$ cat config.mk
export PLATFORM = sky130hd
export DESIGN_NAME = plab3_mem_write_merge_ctrl
export DESIGN_NICKNAME = d
export VERILOG_FILES = /design/src/rtl/plab3_mem_pkg.sv /design/src/rtl/plab3_mem_DecoderWben.sv /design/src/rtl/plab3_mem_write_merge_ctrl.sv
export SDC_FILE = /design/constraint.sdc
export NUM_CORES = 1
export LEC_CHECK = 0
export ABC_AREA = 1
export BUFFER_PORTS_ARGS = -buffer_cell sky130_fd_sc_hd__buf_2
export CAP_MARGIN = 30
export CELL_PAD_IN_SITES_DETAIL_PLACEMENT = 0
export CELL_PAD_IN_SITES_GLOBAL_PLACEMENT = 1
export CORE_UTILIZATION = 30
export DETAILED_ROUTE_END_ITERATION = 12
export GPL_TIMING_DRIVEN = 0
export PLACE_DENSITY_LB_ADDON = 0.1
export SYNTH_ARGS = -nofsm -noshare
export SYNTH_HDL_FRONTEND = slang
export SYNTH_HIERARCHICAL = 1
export SYNTH_SLANG_ARGS = --single-unit
$ cat constraint.sdc
create_clock -name clk -period 2.6 [get_ports clk]
set_clock_uncertainty 0.05 [all_clocks]
set_input_delay 0.52 -clock clk [delete_from_list [all_inputs] [get_ports clk]]
set_output_delay 0.52 -clock clk [all_outputs]
set_load 0.02 [all_outputs]
$ cat src/rtl/plab3_mem_pkg.sv
// ----------------------------------------------------------------------------
// plab3_mem_pkg
//   Shared constants for the line-granular store path: line/word/byte-enable
//   widths and the write-merge controller state encoding.
//   No ports (package only).
// ----------------------------------------------------------------------------
package plab3_mem_pkg;

  // A store word is always 4 bytes; a line is 4 words (16 bytes).
  localparam int unsigned c_word_bytes   = 4;
  localparam int unsigned c_line_words   = 4;
  localparam int unsigned c_line_bytes   = c_word_bytes * c_line_words;
  localparam int unsigned c_wben_nbits   = c_line_bytes;
  localparam int unsigned c_word_nbits   = 8 * c_word_bytes;
  localparam int unsigned c_line_nbits   = c_word_nbits * c_line_words;
  localparam int unsigned c_offset_nbits = $clog2(c_line_bytes);
  localparam int unsigned c_woff_nbits   = $clog2(c_line_words);

  localparam logic [c_wben_nbits-1:0] c_wben_full = '1;

  // State encoding shared with anything that observes the controller.
  localparam logic [1:0] c_state_idle  = 2'd0;
  localparam logic [1:0] c_state_merge = 2'd1;
  localparam logic [1:0] c_state_drain = 2'd2;

  typedef enum logic [1:0] {
    IDLE  = c_state_idle,
    MERGE = c_state_merge,
    DRAIN = c_state_drain
  } merge_state_t;

endpackage

$ cat src/rtl/plab3_mem_DecoderWben.sv
// ----------------------------------------------------------------------------
// plab3_mem_DecoderWben
//   Turns a word offset into a byte write-enable vector: four consecutive
//   enable bits at nibble position 'sel'. Offset 2 yields 16'h0F00.
//
//   sel   in   p_in_nbits           word offset within the line
//   wben  out  4*2**p_in_nbits      one-hot-word byte enable
// ----------------------------------------------------------------------------
module plab3_mem_DecoderWben #(
  parameter int p_in_nbits = 2
) (
  input  logic [p_in_nbits-1:0]         sel,
  output logic [4*(2**p_in_nbits)-1:0]  wben
);

  localparam int c_nwords = 2 ** p_in_nbits;

  always_comb begin
    for (int i = 0; i < c_nwords; i++) begin
      wben[4*i +: 4] = {4{sel == p_in_nbits'(i)}};
    end
  end

endmodule

$ cat src/rtl/plab3_mem_write_merge_ctrl.sv
// ----------------------------------------------------------------------------
// plab3_mem_write_merge_ctrl
//   Write-merge controller in front of the data array. Word stores to one
//   16-byte line are gathered into a line buffer with an accumulated byte
//   enable; one line-wide write is emitted when the line is full, when a
//   store targets another line, on flush, or after an idle timeout.
//
//   clk          in   1    clock, rising edge
//   reset        in   1    asynchronous reset, active low
//   req_val      in   1    store request valid
//   req_rdy      out  1    store request ready
//   req_addr     in   32   store byte address ([3:2] word, [31:4] line)
//   req_data     in   32   store data
//   flush        in   1    drain any buffered line
//   memreq_val   out  1    line write valid
//   memreq_rdy   in   1    line write ready
//   memreq_addr  out  28   line address
//   memreq_data  out  128  line data, word k at [32k+31:32k]
//   memreq_wben  out  16   byte enables, bit b covers data[8b+7:8b]
//   busy         out  1    controller holds or is draining a line
// ----------------------------------------------------------------------------
module plab3_mem_write_merge_ctrl
  import plab3_mem_pkg::*;
#(
  parameter int p_addr_nbits = 32,
  parameter int p_data_nbits = 32,
  parameter int p_line_words = 4,
  parameter int p_timeout    = 8
) (
  input  logic                               clk,
  input  logic                               reset,
  input  logic                               req_val,
  output logic                               req_rdy,
  input  logic [p_addr_nbits-1:0]            req_addr,
  input  logic [p_data_nbits-1:0]            req_data,
  input  logic                               flush,
  output logic                               memreq_val,
  input  logic                               memreq_rdy,
  output logic [p_addr_nbits-5:0]            memreq_addr,
  output logic [p_line_words*p_data_nbits-1:0] memreq_data,
  output logic [p_line_words*4-1:0]          memreq_wben,
  output logic                               busy
);

  localparam int c_lnbits = p_addr_nbits - c_offset_nbits;
  localparam int c_dnbits = p_line_words * p_data_nbits;
  localparam int c_bnbits = p_line_words * 4;

  // A zero-width timer is not legal, so a disabled timeout keeps one bit.
  localparam int c_timer_nbits = (p_timeout > 0) ? $clog2(p_timeout + 1) : 1;
  localparam logic [c_timer_nbits-1:0] c_timer_last =
    (p_timeout > 0) ? c_timer_nbits'(p_timeout - 1) : '0;

  merge_state_t state, state_next;

  logic [c_lnbits-1:0]      line_reg;
  logic [c_bnbits-1:0]      wben_reg;
  logic [c_dnbits-1:0]      data_reg;
  logic [c_timer_nbits-1:0] timer;

  logic [c_lnbits-1:0]      req_line;
  logic [c_woff_nbits-1:0]  word_off;
  logic [c_bnbits-1:0]      word_wben;
  logic [c_bnbits-1:0]      wben_merged;
  logic [c_dnbits-1:0]      byte_mask;
  logic [c_dnbits-1:0]      data_slot;
  logic                     line_match;
  logic                     timeout_hit;
  logic                     req_go;
  logic                     unused_addr_bits;

  assign req_line         = req_addr[p_addr_nbits-1:c_offset_nbits];
  assign word_off         = req_addr[c_offset_nbits-1:2];
  assign unused_addr_bits = ^req_addr[1:0];

  plab3_mem_DecoderWben #(
    .p_in_nbits (c_woff_nbits)
  ) u_wben_dec (
    .sel  (word_off),
    .wben (word_wben)
  );

  assign line_match  = (req_line == line_reg);
  assign wben_merged = wben_reg | word_wben;
  assign timeout_hit = (p_timeout != 0) && (timer == c_timer_last);

  // Byte-wise write mask and the store word positioned in its line slot.
  always_comb begin
    byte_mask = '0;
    data_slot = '0;
    for (int b = 0; b < c_bnbits; b++) begin
      byte_mask[8*b +: 8] = {8{word_wben[b]}};
    end
    data_slot[word_off*p_data_nbits +: p_data_nbits] = req_data;
  end

  // --------------------------------------------------------------------------
  // Control FSM
  // --------------------------------------------------------------------------
  // NOTE: every output of this block gets a default before the case so no
  // path leaves a signal unassigned, which would otherwise infer a latch.
  always_comb begin
    state_next = state;
    req_rdy    = 1'b0;
    memreq_val = 1'b0;

    case (state)
      IDLE:  req_rdy = 1'b1;
      // flush and a full line both block acceptance; a store to another line
      // stalls until the current line has drained.
      MERGE: req_rdy = line_match && !flush && (wben_reg != c_wben_full);
      DRAIN: memreq_val = 1'b1;
      default: ;
    endcase

    req_go = req_val && req_rdy;

    case (state)
      IDLE: begin
        if (req_go) state_next = MERGE;
      end
      MERGE: begin
        if (req_go) begin
          if (wben_merged == c_wben_full) state_next = DRAIN;
        end else if (flush || (req_val && !line_match) || timeout_hit) begin
          state_next = DRAIN;
        end
      end
      DRAIN: begin
        if (memreq_rdy) state_next = IDLE;
      end
      default: state_next = IDLE;
    endcase
  end

  // NOTE: sequential state uses non-blocking assignments so every register
  // samples pre-edge values regardless of block ordering.
  always_ff @(posedge clk or negedge reset) begin
    if (!reset) state <= IDLE;
    else        state <= state_next;
  end

  // --------------------------------------------------------------------------
  // Line buffer datapath
  // --------------------------------------------------------------------------
  // NOTE: the line data buffer is reset (not left as uninitialised storage)
  // because bytes never written must be presented as zero.
  always_ff @(posedge clk or negedge reset) begin
    if (!reset) begin
      line_reg <= '0;
      wben_reg <= '0;
      data_reg <= '0;
      timer    <= '0;
    end else begin
      case (state)
        IDLE: begin
          if (req_go) begin
            line_reg <= req_line;
            wben_reg <= word_wben;
            data_reg <= data_slot;
            timer    <= '0;
          end
        end
        MERGE: begin
          if (req_go) begin
            // Later store to the same word replaces the earlier one.
            data_reg <= (data_reg & ~byte_mask) | data_slot;
            wben_reg <= wben_merged;
            timer    <= '0;
          end else if (timer != '1) begin
            timer <= timer + c_timer_nbits'(1);
          end
        end
        DRAIN: begin
          if (memreq_rdy) begin
            wben_reg <= '0;
            data_reg <= '0;
          end
        end
        default: ;
      endcase
    end
  end

  assign memreq_addr = line_reg;
  assign memreq_data = data_reg;
  assign memreq_wben = wben_reg;
  assign busy        = (state != IDLE);

endmodule
Word-level counts from Yosys, hierarchy flattened. Index checks and enable logic that the tools add are counted.

Register bits after elaboration: 178. Input port bits: 69. Output and inout port bits: 175. Word-level logic and storage cells: 67.

$add $sub $neg: 2. Equality and inequality tests: 16. Shift-type cells: 2. Multiplexer cells: 20. Bitwise logic cells: 5. Reductions and logical operators: 17.

Operator list (number): $mux 128 (3); $pmux 128 s3 (1); $and 128x128->128 (2); $not 128->128 (1); $or 128x128->128 (1); $shift 32x34->128 const A (1); $shiftx 32x34->128 (1); $mux 16 (3); $pmux 16 s3 (1); $neg 7->34 (1); $eq 28x28->1 (1); $eq 16x16->1 const B (1); $ne 16x16->1 const B (1); $or 16x16->16 (1); $mux 4 (3); $mux 2 (5); $ne 3x3->1 const B (3); $pmux 4 s2 (1); $reduce_and 4->1 (2); $eq 2x2->1 const B (3); $ne 2x2->1 const B (3); $pmux 2 s3 (1); $add 4x1->4 const B (1); $eq 2x1->1 const B (2); other kinds (12) (19).

Logic depth before layout (Yosys ltp).
Depth in word-level cells: 8. Mapped depth: 16. Mapped depth without buffers: 15.

Cells and area by module. The synthesis kept the hierarchy.

By module, submodules not included: plab3_mem_write_merge_ctrl (times used 1, cells each 1246, area an instance 10161.0 um^2, sequential area each 4454.3 um^2); plab3_mem_DecoderWben (times used 1, cells each 19, area an instance 116.4 um^2, sequential area each 0.0 um^2).

Worst setup path after synthesis. No wires, ideal clock.

Path kind: input to register. From: input req_addr[2]. To: register state[0]. Library setup time: 117 ps. Arrival: 1868 ps. Required time: 2433 ps. Setup slack: 565 ps. Stages: 15. Path buffers: 1. Cell sequence: nor2_1 > buf_4 > clkinv_1 > nand2_1 > nand2_1 > nor3_1 > nand4_1 > nor2_1 > nor2_1 > nand3_1 > nand2_1 > inv_1 > nand2_1 > nand2_1 > nand2_1.

Word-level cells in the longest chain between the ends: 5. Elaborated cells between the ends (all ways): 8. Those cells by class: 5 x eq/ne; 1 x bitwise; 2 x reduce/logical.

Ends and longest elaborated chain: from (decl) (line plab3_mem_write_merge_ctrl.sv:34) `input logic [p_addr_nbits-1:0] req_addr,`; $logic_not 2->1 (line plab3_mem_DecoderWben.sv:20) `wben[4*i +: 4] = {4{sel == p_in_nbits'(i)}};`; via word_wben[1] (line plab3_mem_write_merge_ctrl.sv:63) `logic [c_bnbits-1:0] word_wben;`; $or 16x16->16 (line plab3_mem_write_merge_ctrl.sv:84) `assign wben_merged = wben_reg | word_wben;`; $eq 16x16->1 (line plab3_mem_write_merge_ctrl.sv:124) `if (wben_merged == c_wben_full) state_next = DRAIN;`; $ne 3x3->1 (no line); $reduce_and 4->1 (no line); to (signal assigned) (line plab3_mem_write_merge_ctrl.sv:140) `else state <= state_next;`; to (decl) (line plab3_mem_write_merge_ctrl.sv:54) `merge_state_t state, state_next;`.

The timed path passes the listed nets, and every way through them passes these cells. A chain may end at the register's enable or synchronous reset.

Worst setup path after layout.
From: register state[1]. To: output req_rdy.

Word-level cells in the longest chain between the ends: 2. Elaborated cells between the ends (all ways): 3. Those cells by class: 1 x eq/ne; 1 x mux; 1 x reduce/logical.

Ends and longest elaborated chain: $eq 2x1->1 or $logic_not 2->1 (tied branches) (line plab3_mem_write_merge_ctrl.sv:107) `case (state)`; $pmux 1 s2 * (line plab3_mem_write_merge_ctrl.sv:107); to (decl) (line plab3_mem_write_merge_ctrl.sv:33) `output logic req_rdy,`.

Every way passes the cells marked *; elsewhere a longest branch is shown, timed or not.

==> results.md <==
* Outcome: complete, no violations
* Final Wtd Congestion at ~0.85
* Clock-pin slew on the worst setup and hold paths at 70 ps
* Num CTS Buffers at 17
* #FFs+latches synth at between 150 and 200
* Hold Path Class: in2async
* First-pass GRT wire length at 59.7 mm
* Number of synthesized flops with an enable pin at 0
* Vias in the first global route at 9392
* Initial antenna violation count at 2
* IO buf count at 241
* Number of fill cells in the layout at 3595
* Iter 0 DRT Violations at 519
* Num ports at 244
* Commonest cells in the netlist: nand2_1, dfrtp_1, inv_1, o21ai_0, o21ai_2
* Clk buf depth at 2
* Final period utilization at between 90% and 100%
* Top cell type's share of synthesized area at 43.3%
* Initial Util at 30.6%
* Area contributors post-synth: dfrtp_1, nand2_1, o21ai_2
* Layout cells sized above 1 at 31.4%
* CP Data Required Time at 2030 ps
* Pin count of the biggest net entering global routing at roughly 100
* Clk Latency, worst-skew pair at about 450 ps
* Fmax at 0.407 GHz
* Critical path type: reg2out
* Max-slew violation count at 0
* Final hold vios at 0
* Final Util at 37.8%
* Worst setup SP type: flip-flop
* Wirelength per Cell at 19.8 um
* Core area at 33600 um2
* Worst EP arrival at 1890 ps
* Synth Flop Type: dfrtp_1
* Leak at 6.09 nW
* Crit end category: output pin
* Vert. Die Dim at ~190 um
* Fin worst setup slack at between 100 and 150 ps
* Max cap viols at 0
* Post-CTS Hold Buffers at 0
* Vias at 9578
* Post-Place Setup Slack at -611 ps
* Final wirelength at 39.3 mm
* Slew Limit Headroom at between 40% and 50%
* Overflow after GRT at 0
* Tmin final at 2460 ps
* Clock Sink Count at 178
* Reg2reg start: state[0]
* Cell Pwr Density at 1110 nW/um2
* Mean Syn Cell Area at 8.12 um2
* Detailed Place HPWL at 29.9 mm
* Area growth syn-to-layout at 23.5%
* Most common cell in the netlist: nand2_1
* Slew @ Worst Pin at 853 ps
* Drt pass-1 iters at 5
* Area of the mapped netlist at 10300 um2
* Die width at 187 um
* Number of H-tree levels at 4
* Synth unique cells at 33
* Synth async-reset ratio at 100%
* Post-place instance area at 12100 um2
* Synth area leader: dfrtp_1
* Syn Inst Count at 1265
* Yosys warnings at 6
* RSZ-0062 raised after global routing: no
* Reg2Reg Depth at 9
* CTS tree: built
* Crit path max fanout at 9
* Fin area at 12700 um2
* Worst R2R End: memreq_wben[8]
* Final antenna-violating net count at 0
* Root buf cell: clkbuf_16
* Num rows at 67
* All-layer global routing usage at approximately 23%
* Post-route DRC at 0
* Seq/Total Area, Yosys at a little over two fifths
* Final #Nets at about 1600
* Die Area at approximately 35000 um2
* Drt via density at about 4.8
* Worst VDD drop at 524 uV
* Syn_nets at 1344
* Final setup fails at 0
* Flop2flop setup slack at 260 ps
per-layer routing:
layer / part of all wire [%] / global-route usage, % / up-vias
met5: 0 / 0 / -
met4: 2.6 / 8.20 / 0
met3: 4.7 / 3.70 / 37
met2: 45 / 35.3 / 283
met1: 48 / 31.7 / 4577
li1: - / - / 4681
power by group:
part | internal [mW] | total [mW] | switching (mW)
logic | 2.19 | 7.52 | 5.33
registers | 3.35 | 3.95 | 0.596
clock network | 1.37 | 2.62 | 1.25
cell usage in the layout (no fill, tap or decap), types with 4 or more instances in the layout:
cell type | synthesis | final
nand2_1 | 338 | 338
buf_2 | 3 | 242
dfrtp_1 | 178 | 178
inv_1 | 101 | 101
o21ai_0 | 90 | 90
o21ai_2 | 84 | 84
nand3_1 | 67 | 67
nor2_1 | 61 | 57
o21ai_1 | 56 | 56
nand2_2 | 41 | 41
clkbuf_1 | 44 | 35
buf_6 | 24 | 24
nor3_1 | 23 | 23
xnor2_1 | 21 | 21
mux2_2 | 21 | 21
a32o_1 | 20 | 20
clkbuf_16 | 0 | 17
a22o_1 | 14 | 14
buf_4 | 12 | 12
a21oi_1 | 11 | 11
nand4_1 | 10 | 10
ha_1 | 10 | 10
clkbuf_2 | 0 | 9
o211ai_1 | 8 | 8
clkinv_1 | 8 | 7
o22ai_1 | 4 | 4
or2_2 | 4 | 4
clkinv_2 | 0 | 4
worst max-delay path, stage by stage (launching register included):
cell,delay [ps]
dfrtp_1,420
inv_1,90
ha_1,140
buf_2,220
nand2_1,80
nor2_1,130
nand3_2,100
nand2_4,100
buf_2,170
final cells by class:
| cell class | instances | area (um2) | share of cell area, % |
|---|---|---|---|
| multi-input cells | 892 | 4870 | 38.4 |
| flip-flops and latches | 178 | 4450 | 35.1 |
| repair buffers | 242 | 1240 | 9.80 |
| plain buffers | 86 | 586 | 4.61 |
| well taps | 448 | 561 | 4.42 |
| clock buffers | 20 | 457 | 3.60 |
| inverters | 109 | 412 | 3.24 |
| clock inverters | 12 | 108 | 0.848 |
| diodes | 2 | 5.00 | 0.0394 |
state kept, by name (all words and copies together), names as in the netlist:
name	cells
timer	4
memreq_data	128
state	2
memreq_addr	28
memreq_wben	16
what timing repair did:
| item | CTS | global route |
|---|---|---|
| setup endpoints to repair | 107 | 111 |
| setup buffers | 0 | 0 |
| gates resized for setup | 13 | 10 |
| cloned | 0 | 0 |
metrics by stage:
stage / cells / setup TNS (ps) / power [mW] / hold slack [ps]
2_1_floorplan: 1265 / 0 / 8.77 / 174
3_3_place_gp: 1954 / -486110 / 11.5 / 440
3_5_place_dp: 1955 / -46080 / 11.5 / 447
4_1_cts: 1987 / 0 / 14.2 / 30.2
5_1_grt: 1987 / 0 / 15.0 / 51.4
6_report: 1989 / 0 / 14.1 / 4.18
logic make-up after synthesis:
family	Yosys count	synth area share, %
adder cells (fa/ha/maj)	10	1.22
AND/OR/NAND/NOR	551	22.9
buffers and inverters	195	9.51
multiplexers	21	2.30
XOR/XNOR	22	1.87
flip-flops	178	43.3
AO/OA/AOI/OAI	288	18.8
worst max-delay path by stage:
stage	start	endpoint	slack (ps)	cells after the start
finish	state[1]	req_rdy	140	8
global route	state[1]	req_rdy	6	8
CTS	state[0]	memreq_data[75]	30	10
detailed placement	req_addr[2]	memreq_data[37]	-610	10
global placement	reset	memreq_data[112]	-2490	1
floorplan	req_addr[2]	state[0]	570	15
No activity file was read; power rests on OpenSTA's default activity.
